===== config.mk =====
export PLATFORM = sky130hd
export DESIGN_NAME = uart_rx_fifo
export DESIGN_NICKNAME = d
export VERILOG_FILES = /design/src/rtl/uart_rx_fifo.sv
export SDC_FILE = /design/constraint.sdc
export NUM_CORES = 1
export LEC_CHECK = 0
export CAP_MARGIN = 20
export CELL_PAD_IN_SITES_DETAIL_PLACEMENT = 1
export CELL_PAD_IN_SITES_GLOBAL_PLACEMENT = 1
export CORE_ASPECT_RATIO = 0.8
export CORE_UTILIZATION = 40
export DETAILED_ROUTE_END_ITERATION = 12
export PLACE_DENSITY_LB_ADDON = 0.1
export SLEW_MARGIN = 20
export SYNTH_ARGS = -nofsm -noshare
export SYNTH_HDL_FRONTEND = slang
export SYNTH_SLANG_ARGS = --single-unit

===== constraint.sdc =====
create_clock -name io_clk -period 3.2 [get_ports io_clk]
set_input_delay 0.64 -clock io_clk [delete_from_list [all_inputs] [get_ports io_clk]]
set_output_delay 0.64 -clock io_clk [all_outputs]
set_load 0.005 [all_outputs]

===== src/rtl/uart_rx_fifo.sv =====
// uart_rx_fifo: 16x-oversampled UART receiver (8 data bits, LSB first,
// optional parity, one stop bit) feeding a small receive FIFO that is read
// over a valid/ready handshake.
//
// Ports:
//   io_clk, io_rst  clock (rising edge) and synchronous active-high reset
//   baud_div        clocks per oversample tick minus 1 (change only when idle)
//   parity_en       a parity bit follows the data bits
//   parity_odd      1 = odd parity, 0 = even parity
//   rx              asynchronous serial input, idle high
//   rx_data         byte at the FIFO head (holds its value when empty)
//   rx_valid        FIFO not empty
//   rx_ready        consumer accepts rx_data when rx_valid is also high
//   frame_err       one-cycle pulse: stop bit sampled low
//   parity_err      one-cycle pulse: parity mismatch
//   overrun         one-cycle pulse: byte dropped because the FIFO was full
//   busy            receiver is not idle
module uart_rx_fifo #(
  parameter int FIFO_DEPTH = 4,
  parameter int DIV_W      = 16
) (
  input  logic             io_clk,
  input  logic             io_rst,
  input  logic [DIV_W-1:0] baud_div,
  input  logic             parity_en,
  input  logic             parity_odd,
  input  logic             rx,
  output logic [7:0]       rx_data,
  output logic             rx_valid,
  input  logic             rx_ready,
  output logic             frame_err,
  output logic             parity_err,
  output logic             overrun,
  output logic             busy
);

  localparam int PTR_W = $clog2(FIFO_DEPTH);
  localparam int CNT_W = $clog2(FIFO_DEPTH + 1);

  typedef enum logic [2:0] {
    S_IDLE, S_START, S_DATA, S_PARITY, S_STOP, S_BREAK
  } state_t;

  // ---------------- input synchroniser ----------------
  logic rx_meta_q, rx_s_q;

  always_ff @(posedge io_clk) begin
    if (io_rst) begin
      rx_meta_q <= 1'b1;
      rx_s_q    <= 1'b1;
    end else begin
      rx_meta_q <= rx;
      rx_s_q    <= rx_meta_q;
    end
  end

  // ---------------- oversample tick ----------------
  logic [DIV_W-1:0] tick_cnt_q;
  logic             tick;

  // '>=' rather than '==' so a divisor lowered below the running count
  // reloads immediately instead of wrapping the whole counter range.
  assign tick = (tick_cnt_q >= baud_div);

  always_ff @(posedge io_clk) begin
    if (io_rst || tick) tick_cnt_q <= '0;
    else                tick_cnt_q <= tick_cnt_q + DIV_W'(1);
  end

  // ---------------- receiver FSM ----------------
  state_t     state_q;
  logic [3:0] s_q;
  logic [2:0] bit_idx_q;
  logic [7:0] shreg_q;
  logic [1:0] samp_q;      // [0] = sample at s=7, [1] = sample at s=8
  logic       par_bad_q;
  logic       push_q;
  logic       frame_err_q, parity_err_q;
  logic       maj;

  // Majority of the s=7 and s=8 samples and the live s=9 sample.
  assign maj = (samp_q[0] & samp_q[1]) | (samp_q[0] & rx_s_q) | (samp_q[1] & rx_s_q);

  always_ff @(posedge io_clk) begin
    if (io_rst) begin
      state_q      <= S_IDLE;
      s_q          <= '0;
      bit_idx_q    <= '0;
      shreg_q      <= '0;
      samp_q       <= 2'b11;
      par_bad_q    <= 1'b0;
      push_q       <= 1'b0;
      frame_err_q  <= 1'b0;
      parity_err_q <= 1'b0;
    end else begin
      push_q       <= 1'b0;
      frame_err_q  <= 1'b0;
      parity_err_q <= 1'b0;

      if (tick && state_q != S_IDLE) s_q <= s_q + 4'd1;
      if (tick && s_q == 4'd7) samp_q[0] <= rx_s_q;
      if (tick && s_q == 4'd8) samp_q[1] <= rx_s_q;

      case (state_q)
        S_IDLE: begin
          if (tick && !rx_s_q) begin
            state_q   <= S_START;
            s_q       <= '0;
            bit_idx_q <= '0;
            par_bad_q <= 1'b0;
          end
        end
        S_START: begin
          if (tick && s_q == 4'd9 && maj) begin
            state_q <= S_IDLE;              // start bit too short: glitch
          end else if (tick && s_q == 4'd15) begin
            state_q   <= S_DATA;
            bit_idx_q <= '0;
          end
        end
        S_DATA: begin
          if (tick && s_q == 4'd9) shreg_q <= {maj, shreg_q[7:1]};
          if (tick && s_q == 4'd15) begin
            if (bit_idx_q == 3'd7) state_q <= parity_en ? S_PARITY : S_STOP;
            else                   bit_idx_q <= bit_idx_q + 3'd1;
          end
        end
        S_PARITY: begin
          if (tick && s_q == 4'd9)  par_bad_q <= (maj != ((^shreg_q) ^ parity_odd));
          if (tick && s_q == 4'd15) state_q <= S_STOP;
        end
        S_STOP: begin
          // Leave at mid-stop so a start bit right after the stop bit is caught.
          if (tick && s_q == 4'd9) begin
            parity_err_q <= par_bad_q;
            if (maj) begin
              push_q  <= 1'b1;
              state_q <= S_IDLE;
            end else begin
              frame_err_q <= 1'b1;
              state_q     <= S_BREAK;
            end
          end
        end
        S_BREAK: begin
          if (rx_s_q) state_q <= S_IDLE;
        end
        default: state_q <= S_IDLE;
      endcase
    end
  end

  assign busy       = (state_q != S_IDLE);
  assign frame_err  = frame_err_q;
  assign parity_err = parity_err_q;

  // ---------------- receive FIFO ----------------
  logic [7:0]       mem_q [FIFO_DEPTH];
  logic [PTR_W-1:0] wr_ptr_q, rd_ptr_q, wr_ptr_d, rd_ptr_d;
  logic [CNT_W-1:0] count_q, count_d, after_pop;
  logic [7:0]       rx_data_q, rx_data_d;
  logic             overrun_q, overrun_d;
  logic             pop, full, push_ok;

  always_comb begin
    pop       = (count_q != '0) & rx_ready;
    full      = (count_q == CNT_W'(FIFO_DEPTH));
    push_ok   = push_q & (~full | pop);
    overrun_d = push_q & full & ~pop;
    rd_ptr_d  = rd_ptr_q + PTR_W'(pop);
    wr_ptr_d  = wr_ptr_q + PTR_W'(push_ok);
    after_pop = count_q - CNT_W'(pop);
    count_d   = after_pop + CNT_W'(push_ok);
    // Head after this cycle: the incoming byte bypasses the array when it
    // lands in an otherwise empty FIFO; an empty FIFO keeps the old value.
    rx_data_d = rx_data_q;
    if (count_d != '0) begin
      if (after_pop == '0) rx_data_d = shreg_q;
      else                 rx_data_d = mem_q[rd_ptr_d];
    end
  end

  always_ff @(posedge io_clk) begin
    if (push_ok) mem_q[wr_ptr_q] <= shreg_q;
  end

  always_ff @(posedge io_clk) begin
    if (io_rst) begin
      wr_ptr_q  <= '0;
      rd_ptr_q  <= '0;
      count_q   <= '0;
      rx_data_q <= '0;
      overrun_q <= 1'b0;
    end else begin
      wr_ptr_q  <= wr_ptr_d;
      rd_ptr_q  <= rd_ptr_d;
      count_q   <= count_d;
      rx_data_q <= rx_data_d;
      overrun_q <= overrun_d;
    end
  end

  assign rx_data  = rx_data_q;
  assign rx_valid = (count_q != '0);
  assign overrun  = overrun_q;

endmodule


---- Word level (Yosys, flattened, before mapping) ----
Memories as Yosys holds them, arrays and structs flattened.
Index checks and enable logic that the tools add are counted.
Widths: inputs -> output; s select.
storage, ports and cells
  output and inout bits ................... 13
  RAM bits ................................ 32
  bits in registers ....................... 58
  bits of input ports ..................... 22
  memory bits (read-only) ................. 0
  memories ................................ 1
  bits in latches ......................... 0
memory list
  memory  words  width  read ports  clocked after memory_dff  write ports  line  source
  mem_q   4      8      1           0                         1            158   logic [7:0] mem_q [FIFO_DEPTH];
cells by class
  order comparisons ....................... 1
  multipliers ............................. 0
  reductions and logical operators ........ 22
  shifts and indexed selects .............. 0
  bitwise operators ....................... 15
  divide/modulo/power cells ............... 0
  equal/unequal tests ..................... 23
  add/subtract/negate cells ............... 7
  mux-type cells .......................... 28
operator list
  kind                   number
  $mux 3                 15
  $ne 2x2->1 const B     10
  $pmux 3 s6             1
  $add 16x1->16 const B  1
  $ge 16x16->1           1
  $eq 3x3->1 const B     4
  $eq 4x4->1 const B     3
  $mux 4                 3
  $reduce_bool 3->1      4
  $pmux 3 s3             1
  $mux 8                 1
  $reduce_xor 8->1       1
  $and 1x1->1            7
  $logic_and 1x1->1      7
  $reduce_and 7->1       1
  $eq 3x2->1 const B     2
  $logic_not 3->1        2
  $mux 1                 6
  $reduce_and 6->1       1
  $add 2x1->2            2
  $add 4x1->4 const B    1
  $eq 4x3->1 const B     1
  $not 1->1              4
  $add 3x1->3            1
  other kinds (14)       16

---- Longest topological paths before layout ----
Gate-level depths: netlist of the first run.
  depth after elaboration ................. 6
  gate-level depth with buffers ........... 12
  gate-level depth less buffers ........... 11

---- Worst setup path before layout of the first run ----
Ideal clock, no wire load.
  path kind ............................... input to register
  start ................................... input rx_ready
  end ..................................... register rx_data_q[6] (netlist: rx_data[6])
  library setup time ...................... 0.128 ns
  stages on the path ...................... 10
  path slack .............................. 0.154 ns
  required time ........................... 3.072 ns
  arrival ................................. 2.918 ns
  cell sequence ........................... or4b_2 and2_0 ha_1 ha_1 xor2_1 nor3b_2 clkbuf_1 nor2_1 a21oi_1 nor2_1
between the ends
  cells in the longest elaborated chain, start to end .. 5
  elaborated cells between the ends (all ways) .. 10
ends and longest elaborated chain
  what                                                 line  source
  from (decl)                                          30    input logic rx_ready,
  $and 1x1->1 (*)                                      166   pop = (count_q != '0) & rx_ready;
  branches (longest 4 deep; another with $sub 3x1->3)  n/a
  to (signal assigned)                                 198   rx_data_q <= rx_data_d;
  to (decl)                                            161   logic [7:0] rx_data_q, rx_data_d;
Mark *: on every way between the ends.
A chain may end at the register's enable or synchronous reset.

---- Worst setup path after layout of the first run ----
  start ................................... input rx_ready
  end ..................................... register rx_data_q[4] (netlist: rx_data[4])
The elaborated chain is that of the path after synthesis.

==> results of run 1 <==
-- through the flow --
stage	area, um2	TNS (ns)	util
2_1_floorplan	4310	0	-
3_3_place_gp	4890	-0.463	0.472
3_5_place_dp	4890	-1.07	0.472
4_1_cts	5200	0	0.502
5_1_grt	5200	0	0.502
6_report	5200	0	0.502
-- power by group --
group / switching (mW) / internal (mW)
registers: 0.0207 / 1.21
logic: 0.449 / 0.407
clock network: 0.468 / 0.619
total: 0.938 / 2.23
-- worst max-delay path, cell delays in order --
cell	delay (ns)
clkdlybuf4s50_1	0.41
or4b_2	0.65
and2_0	0.23
ha_1	0.22
ha_1	0.21
xor2_1	0.18
nor3b_2	0.18
buf_4	0.22
nor2_1	0.06
a21oi_1	0.12
nor2_1	0.05
-- state kept, by name, indices dropped and copies added (netlist names), 2 cells and up --
register    flops
state_q         3
mem_q          32
bit_idx_q       3
wr_ptr_q        2
count_q         3
tick_cnt_q     16
samp_q          2
s_q             4
shreg_q         8
rd_ptr_q        2
rx_data         8
-- placed cells by master, fill, tap and decap left out, types with 10 or more instances in the layout --
master / Yosys / layout
ha_1: 28 / 28
edfxtp_1: 32 / 32
nand3_1: 12 / 12
mux2i_1: 12 / 12
nand2_1: 30 / 30
xor2_1: 10 / 10
o21ai_0: 18 / 18
nor2_1: 52 / 52
a21oi_1: 34 / 34
inv_1: 29 / 29
dfxtp_1: 58 / 58
buf_4: 0 / 15
clkdlybuf4s50_1: 0 / 34
xnor2_1: 15 / 15
-- final timing paths --
path                         startpoint                       to  slack (ns)
setup / recovery               rx_ready  rx_data[4]$_SDFFE_PP0P_        0.25
hold / removal     rx_meta_q$_SDFF_PP1_        rx_s_q$_SDFF_PP1_        0.41
hold reg to reg    rx_meta_q$_SDFF_PP1_        rx_s_q$_SDFF_PP1_        0.41
setup reg to reg  count_q[1]$_SDFF_PP0_  rx_data[4]$_SDFFE_PP0P_        0.58
-- area by class of cell --
| class | instances | area (um2) | share of cell area |
|---|---|---|---|
| clock buffers | 9 | 225 | 0.0433 |
| clock inverters | 7 | 85.1 | 0.0164 |
| inverters | 29 | 109 | 0.0209 |
| multi-input cells | 290 | 2010 | 0.387 |
| flip-flops and latches | 90 | 2120 | 0.408 |
| well taps | 140 | 175 | 0.0337 |
| repair buffers | 50 | 473 | 0.0909 |
-- kinds of logic (layout without fill, tap and decap cells) --
family,after synthesis,after routing,synth area share
buf+inv,43,95,0.0401
fa+ha+maj,29,29,0.0836
xor+xnor,25,25,0.0508
mux,20,20,0.0697
compound gates,68,68,0.0920
simple gates,148,148,0.171
flops,90,90,0.492
-- metal layers --
metal,track usage,share of wire
met1,0.240,0.51
met2,0.299,0.46
met3,0.0399,0.027
met4,0.0609,0.012
met5,0,0
==> metrics.md, run 1 <==
| Metric | Value |
|---|---|
| Max IR drop VDD | 0.409 mV |
| Synth top area cells | dfxtp_1, edfxtp_1, ha_1 |
| Avg Vias per Cell | 5.15 |
| Nets | 520 |
| Power Total | between 3 and 4 mW |
| FFs w/ async S/R, synth | 0 |
| Per-cell routed wire length | 15.3 um |
| Leakage | 2.11 nW |
| Clock transition at path regs | 0.07 ns |
| Worst setup path category | input pin to register |
| PortBufs | 34 |
| Global-route wire length before repair | around 16,000 um |
| Required @ worst endpoint | 3.43 ns |
| Flops & latches, synth | 90 |
| Hold path depth | 1 |
| Most common cell in the synthesized netlist | dfxtp_1 |
| Mapped Cells | 423 |
| Cell Rows | 33 |
| GRT Overall Usage | 0.182 |
| Hold-fix buffers, CTS | 0 |
| Pin count of the biggest net entering global routing | 18 |
| Antenna cells | 0 |
| Max Cap Viol | 0 |
| Antenna violations before repair | 0 |
| I/O pin total | 35 |
| Critical Path AT | 3.18 ns |
| Worst-margin pin slew | 0.740 ns |
| Fin cells | 615 |
| CTS root buffer | clkbuf_16 |
| DRT Pass-1 Iters | 5 |
| Die X | 118 um |
| WL final | between 9000 and 10,000 um |
| Slew Limit Fails | 0 |
| Slew headroom | 0.505 |
| Cell Pwr Density | ~610 nW/um2 |
| EDFF count, synth | 32 |
| CP Launch Type | input pin |
| Library cells used by synthesis | 49 |
| Num CTS Buffers | 9 |
| Core footprint | 10,400 um2 |
| Post-layout min period | 2.95 ns |
| Post-route clock period utilization | 0.923 |
| R2R cell count | 10 |
| DRC | 0 |
| Detail Placement HPWL | between 6000 and 7000 um |
| Cell taking the most area after synthesis | dfxtp_1 |
| Syn_area_per_cell | around 10 um2 |
| Ratio of cells with drive above 1 in the final layout | 0.103 |
| Setup crit end kind | register |
| Syn_nets | 473 |
| Die ar. | 11,200 um2 |
| Status | finished clean |
| Gr ovfl total | 0 |
| Longest Clk Path Bufs | 2 |
| Synth cell count leaders | dfxtp_1, nor2_1, a21oi_1, edfxtp_1, nand2_1 |
| Max Fclk | 339 MHz |
| Vias in the first global route | 3,167 |
| Synth warn | 0 |
| Placed instance count | ~600 |
| Initial Util | 0.416 |
| # setup viols final | 0 |
| Via count | 3,167 |
| Final Worst Setup Slack | 0.246 ns |
| CTS Sinks | 90 |
| Clock Skew | 0.00864 ns |
| Syn Std Cell Area | roughly 4300 um2 |
| Antenna violation net count after detailed routing | 0 |
| Total of fill cells in the finished design | 1,160 |
| Dpl ws | -0.126 ns |
| Primary FF master, synth | dfxtp_1 |
| Cts repair resizes | 0 |
| Drt initial violations | 81 |
| RSZ-0062 raised after global routing | false |
| Top-area cell type share of the netlist area | 0.269 |
| Hold Crit Class | register to register |
| Hold slack | 0.415 ns |
| Final hold violation count | 0 |
| H-tree depth | 3 |
| Clk_lat worst skew | 0.34 ns |
| Die Y | about 95 um |
| Largest fanout on the critical path | 16 |
| CTS tree | yes |
| # Post-CTS Setup Buffers | 0 |
| Area grow syn2layout | 20.8% |
| Register area share after synthesis | 0.492 |
| GPL Wtd Cong | a little under 0.8 |
(Power assumes the default switching activity.)
==> inputs of run 2 (changes only) <==
--- a/config.mk
+++ b/config.mk
@@ -10,6 +10,7 @@
 export CELL_PAD_IN_SITES_GLOBAL_PLACEMENT = 1
 export CORE_ASPECT_RATIO = 0.8
 export CORE_UTILIZATION = 40
+export CTS_CLUSTER_DIAMETER = 120
 export DETAILED_ROUTE_END_ITERATION = 12
 export PLACE_DENSITY_LB_ADDON = 0.1
 export SLEW_MARGIN = 20
==> constraint.sdc (replaced) <==
create_clock -name io_clk -period 3.1 [get_ports io_clk]
set_input_delay 0.62 -clock io_clk [delete_from_list [all_inputs] [get_ports io_clk]]
set_output_delay 0.62 -clock io_clk [all_outputs]
set_load 0.005 [all_outputs]
==> run 2 against run 1 <==
Final cell count increased by 0.49%. Combinational power increased by 2.9%. Sequential power increased by 3%. Flip-flop and latch count unchanged. First-iteration DRC count increased by 33%. Critical path depth unchanged. Final area increased by 0.36%.
==> metrics.md, run 2 (same netlist as run 1, synthesis figures left out) <==
| Metric | Value |
|---|---|
| Final hold violation count | 0 (unchanged) |
| Hold-fix buffers, CTS | 0 (unchanged) |
| Final Worst Setup Slack | 0.185 ns (-0.0611 ns) |
| Cts repair resizes | 0 (unchanged) |
| Worst setup path category | input pin to register |
| Setup crit end kind | register |
| CTS Sinks | 90 (unchanged) |
| Gr ovfl total | 0 (unchanged) |
| Leakage | 2.13 nW (+0.63%) |
| Drt initial violations | 108 (+33%) |
| Longest Clk Path Bufs | 2 (unchanged) |
| Post-layout min period | 2.92 ns |
| Die ar. | 11,200 um2 (unchanged) |
| Worst-margin pin slew | 0.764 ns (+0.0245 ns) |
| Global routing usage on met1 | 0.234 (-0.00593) |
| GR Layer Usage met2 | 0.290 (-0.00882) |
| CTS tree | yes |
| Num CTS Buffers | 9 (unchanged) |
| Core footprint | 10,400 um2 (unchanged) |
| Cell Pwr Density | 627 nW/um2 (+2.8%) |
| Ratio of cells with drive above 1 in the final layout | 0.111 (+0.00772) |
| PortBufs | 34 (unchanged) |
| Max Fclk | 343 MHz |
| Max Cap Viol | 0 (unchanged) |
| Power Total | 3.27 mW (+3.2%) |
| Commonest non-fill, non-tap cell in the layout | dfxtp_1 |
| Slowest CP cell | or4b_2 |
| DRC | 0 (unchanged) |
| Status | finished clean |
| Avg Vias per Cell | 5.08 (-1.4%) |
| Nets | 523 (+0.58%) |
| Most frequent cells in the layout | dfxtp_1, nor2_1, a21oi_1, clkdlybuf4s50_1, edfxtp_1 |
| Clock Skew | 0.0107 ns (+0.00209 ns) |
| Critical Path AT | 3.13 ns (-0.05 ns) |
| Detail Placement HPWL | 6620 um (-4.1%) |
| Global-route wire length before repair | 15,500 um (-1.8%) |
| Max incr delay on CP | 0.62 ns (-0.03 ns) |
| WL final | 9140 um (-2.7%) |
| Largest Register | mem_q |
| Die Y | 94.8 um (unchanged) |
| Initial Util | 0.416 (unchanged) |
| GRT Overall Usage | 0.179 (-0.00337) |
| Per-cell routed wire length | 14.8 um (-3.2%) |
| Via count | 3,139 (-0.88%) |
| # setup viols final | 0 (unchanged) |
| Area grow syn2layout | 21.2% |
| Sum Neg Setup Slack | 0 ns (unchanged) |
| Regs by FF count | mem_q x32, tick_cnt_q x16 |
| Largest fanout on the critical path | 16 (unchanged) |
| # Post-CTS Setup Buffers | 0 (unchanged) |
| Max IR drop VDD | 0.519 mV (+27%) |
| Hold Crit Class | register to register |
| Slew Limit Fails | 0 (unchanged) |
| GPL Wtd Cong | 0.786 (-0.15%) |
| Antenna cells | 0 (unchanged) |
| Crit path cell chain | clkdlybuf4s50_1 -> or4b_2 -> and2_0 -> ha_1 -> ha_1 -> xor2_1 -> nor3b_2 -> buf_4 -> nor2_1 -> a21oi_1 -> nor2_1 |
| Slew headroom | 0.489 (-0.0164) |
| RSZ-0062 raised after global routing | false |
| Max reg flops | 32 (unchanged) |
| Cell Rows | 33 (unchanged) |
| GR Util met3 | 0.0399 (unchanged) |
| Total of fill cells in the finished design | 1,160 (unchanged) |
| Antenna violations before repair | 0 (unchanged) |
| Die X | 118 um (unchanged) |
| Vias in the first global route | 3,156 (-0.35%) |
| DRT Pass-1 Iters | 4 (-1) |
| Clk_lat worst skew | 0.34 ns (about the same) |
| Clock transition at path regs | 0.07 ns (about the same) |
| Pin count of the biggest net entering global routing | 44 (+26) |
| Antenna violation net count after detailed routing | 0 (unchanged) |
| CTS root buffer | clkbuf_16 |
| Required @ worst endpoint | 3.32 ns (-0.11 ns) |
| Dpl ws | -0.203 ns (-0.0769 ns) |
| CP Launch Type | input pin |
| GR peak layer | met2 |
| Post-route clock period utilization | 0.940 |
| H-tree depth | 3 (unchanged) |
| I/O pin total | 35 (unchanged) |
run 2: changes by cell type in the layout (fill, tap and decap cells not counted), sizes merged:
cell,change
buf,+3
inv,+1
clkinv,-1
run 2: per-stage QoR:
| step | cells | hold WS [ns] | util | area, um2 |
|---|---|---|---|---|
| global placement | 602 | 0.400 | 0.474 | 4920 |
| CTS | 618 | 0.417 | 0.504 | 5220 |
| detailed placement | 602 | 0.400 | 0.474 | 4920 |
| finish | 618 | 0.412 | 0.504 | 5220 |
| global route | 618 | 0.430 | 0.504 | 5220 |
| floorplan | 423 | 0.389 | - | 4310 |
run 2: critical path, delay by kind of cell:
kind	cells	cell delay, ns
and+or+nand+nor	5	1.14
AOI/OAI and AO/OA	1	0.14
xor gates and xnor gates	1	0.19
adders and majority gates	2	0.41
buffers and inverters	2	0.62
run 2: per-layer routing:
layer  part of all wire  wire length, um  vias to the layer above
met2               0.44             4060                       33
li1                   -                -                     1582
met1               0.52             4750                     1512
met3              0.022              200                       12
met5                  0                0                        -
met4              0.015              134                        0
run 2: final timing paths:
check,start,end,slack (ns),depth (start not counted)
max reg2reg,count_q[1]$_SDFF_PP0_,rx_data[5]$_SDFFE_PP0P_,0.51,10
min,rx_meta_q$_SDFF_PP1_,rx_s_q$_SDFF_PP1_,0.41,1
max,rx_ready,rx_data[5]$_SDFFE_PP0P_,0.18,11
min reg2reg,rx_meta_q$_SDFF_PP1_,rx_s_q$_SDFF_PP1_,0.41,1
run 2: power by group:
| part | internal, mW | switching (mW) | leakage (nW) |
|---|---|---|---|
| Sequential | 1.25 | 0.0219 | 0.822 |
| Combinational | 0.422 | 0.458 | 1.15 |
| Clock | 0.639 | 0.484 | 0.153 |
run 2: final cells by class:
class / count / area, um2 / share of cell area
sequential: 90 / 2120 / 0.406
multi-input combinational: 290 / 2010 / 0.386
timing repair buffer: 53 / 495 / 0.0949
clock buffer: 9 / 225 / 0.0431
tap: 140 / 175 / 0.0335
inverter: 29 / 109 / 0.0208
clock inverter: 7 / 81.3 / 0.0156
==> inputs of run 3 (changes only) <==
--- a/config.mk
+++ b/config.mk
@@ -5,6 +5,7 @@
 export SDC_FILE = /design/constraint.sdc
 export NUM_CORES = 1
 export LEC_CHECK = 0
+export ABC_CLOCK_PERIOD_IN_PS = 3100
 export CAP_MARGIN = 20
 export CELL_PAD_IN_SITES_DETAIL_PLACEMENT = 1
 export CELL_PAD_IN_SITES_GLOBAL_PLACEMENT = 1
==> results of run 3 <==
Same layout as run 2: the final DEF is identical, and so are final timing and power.
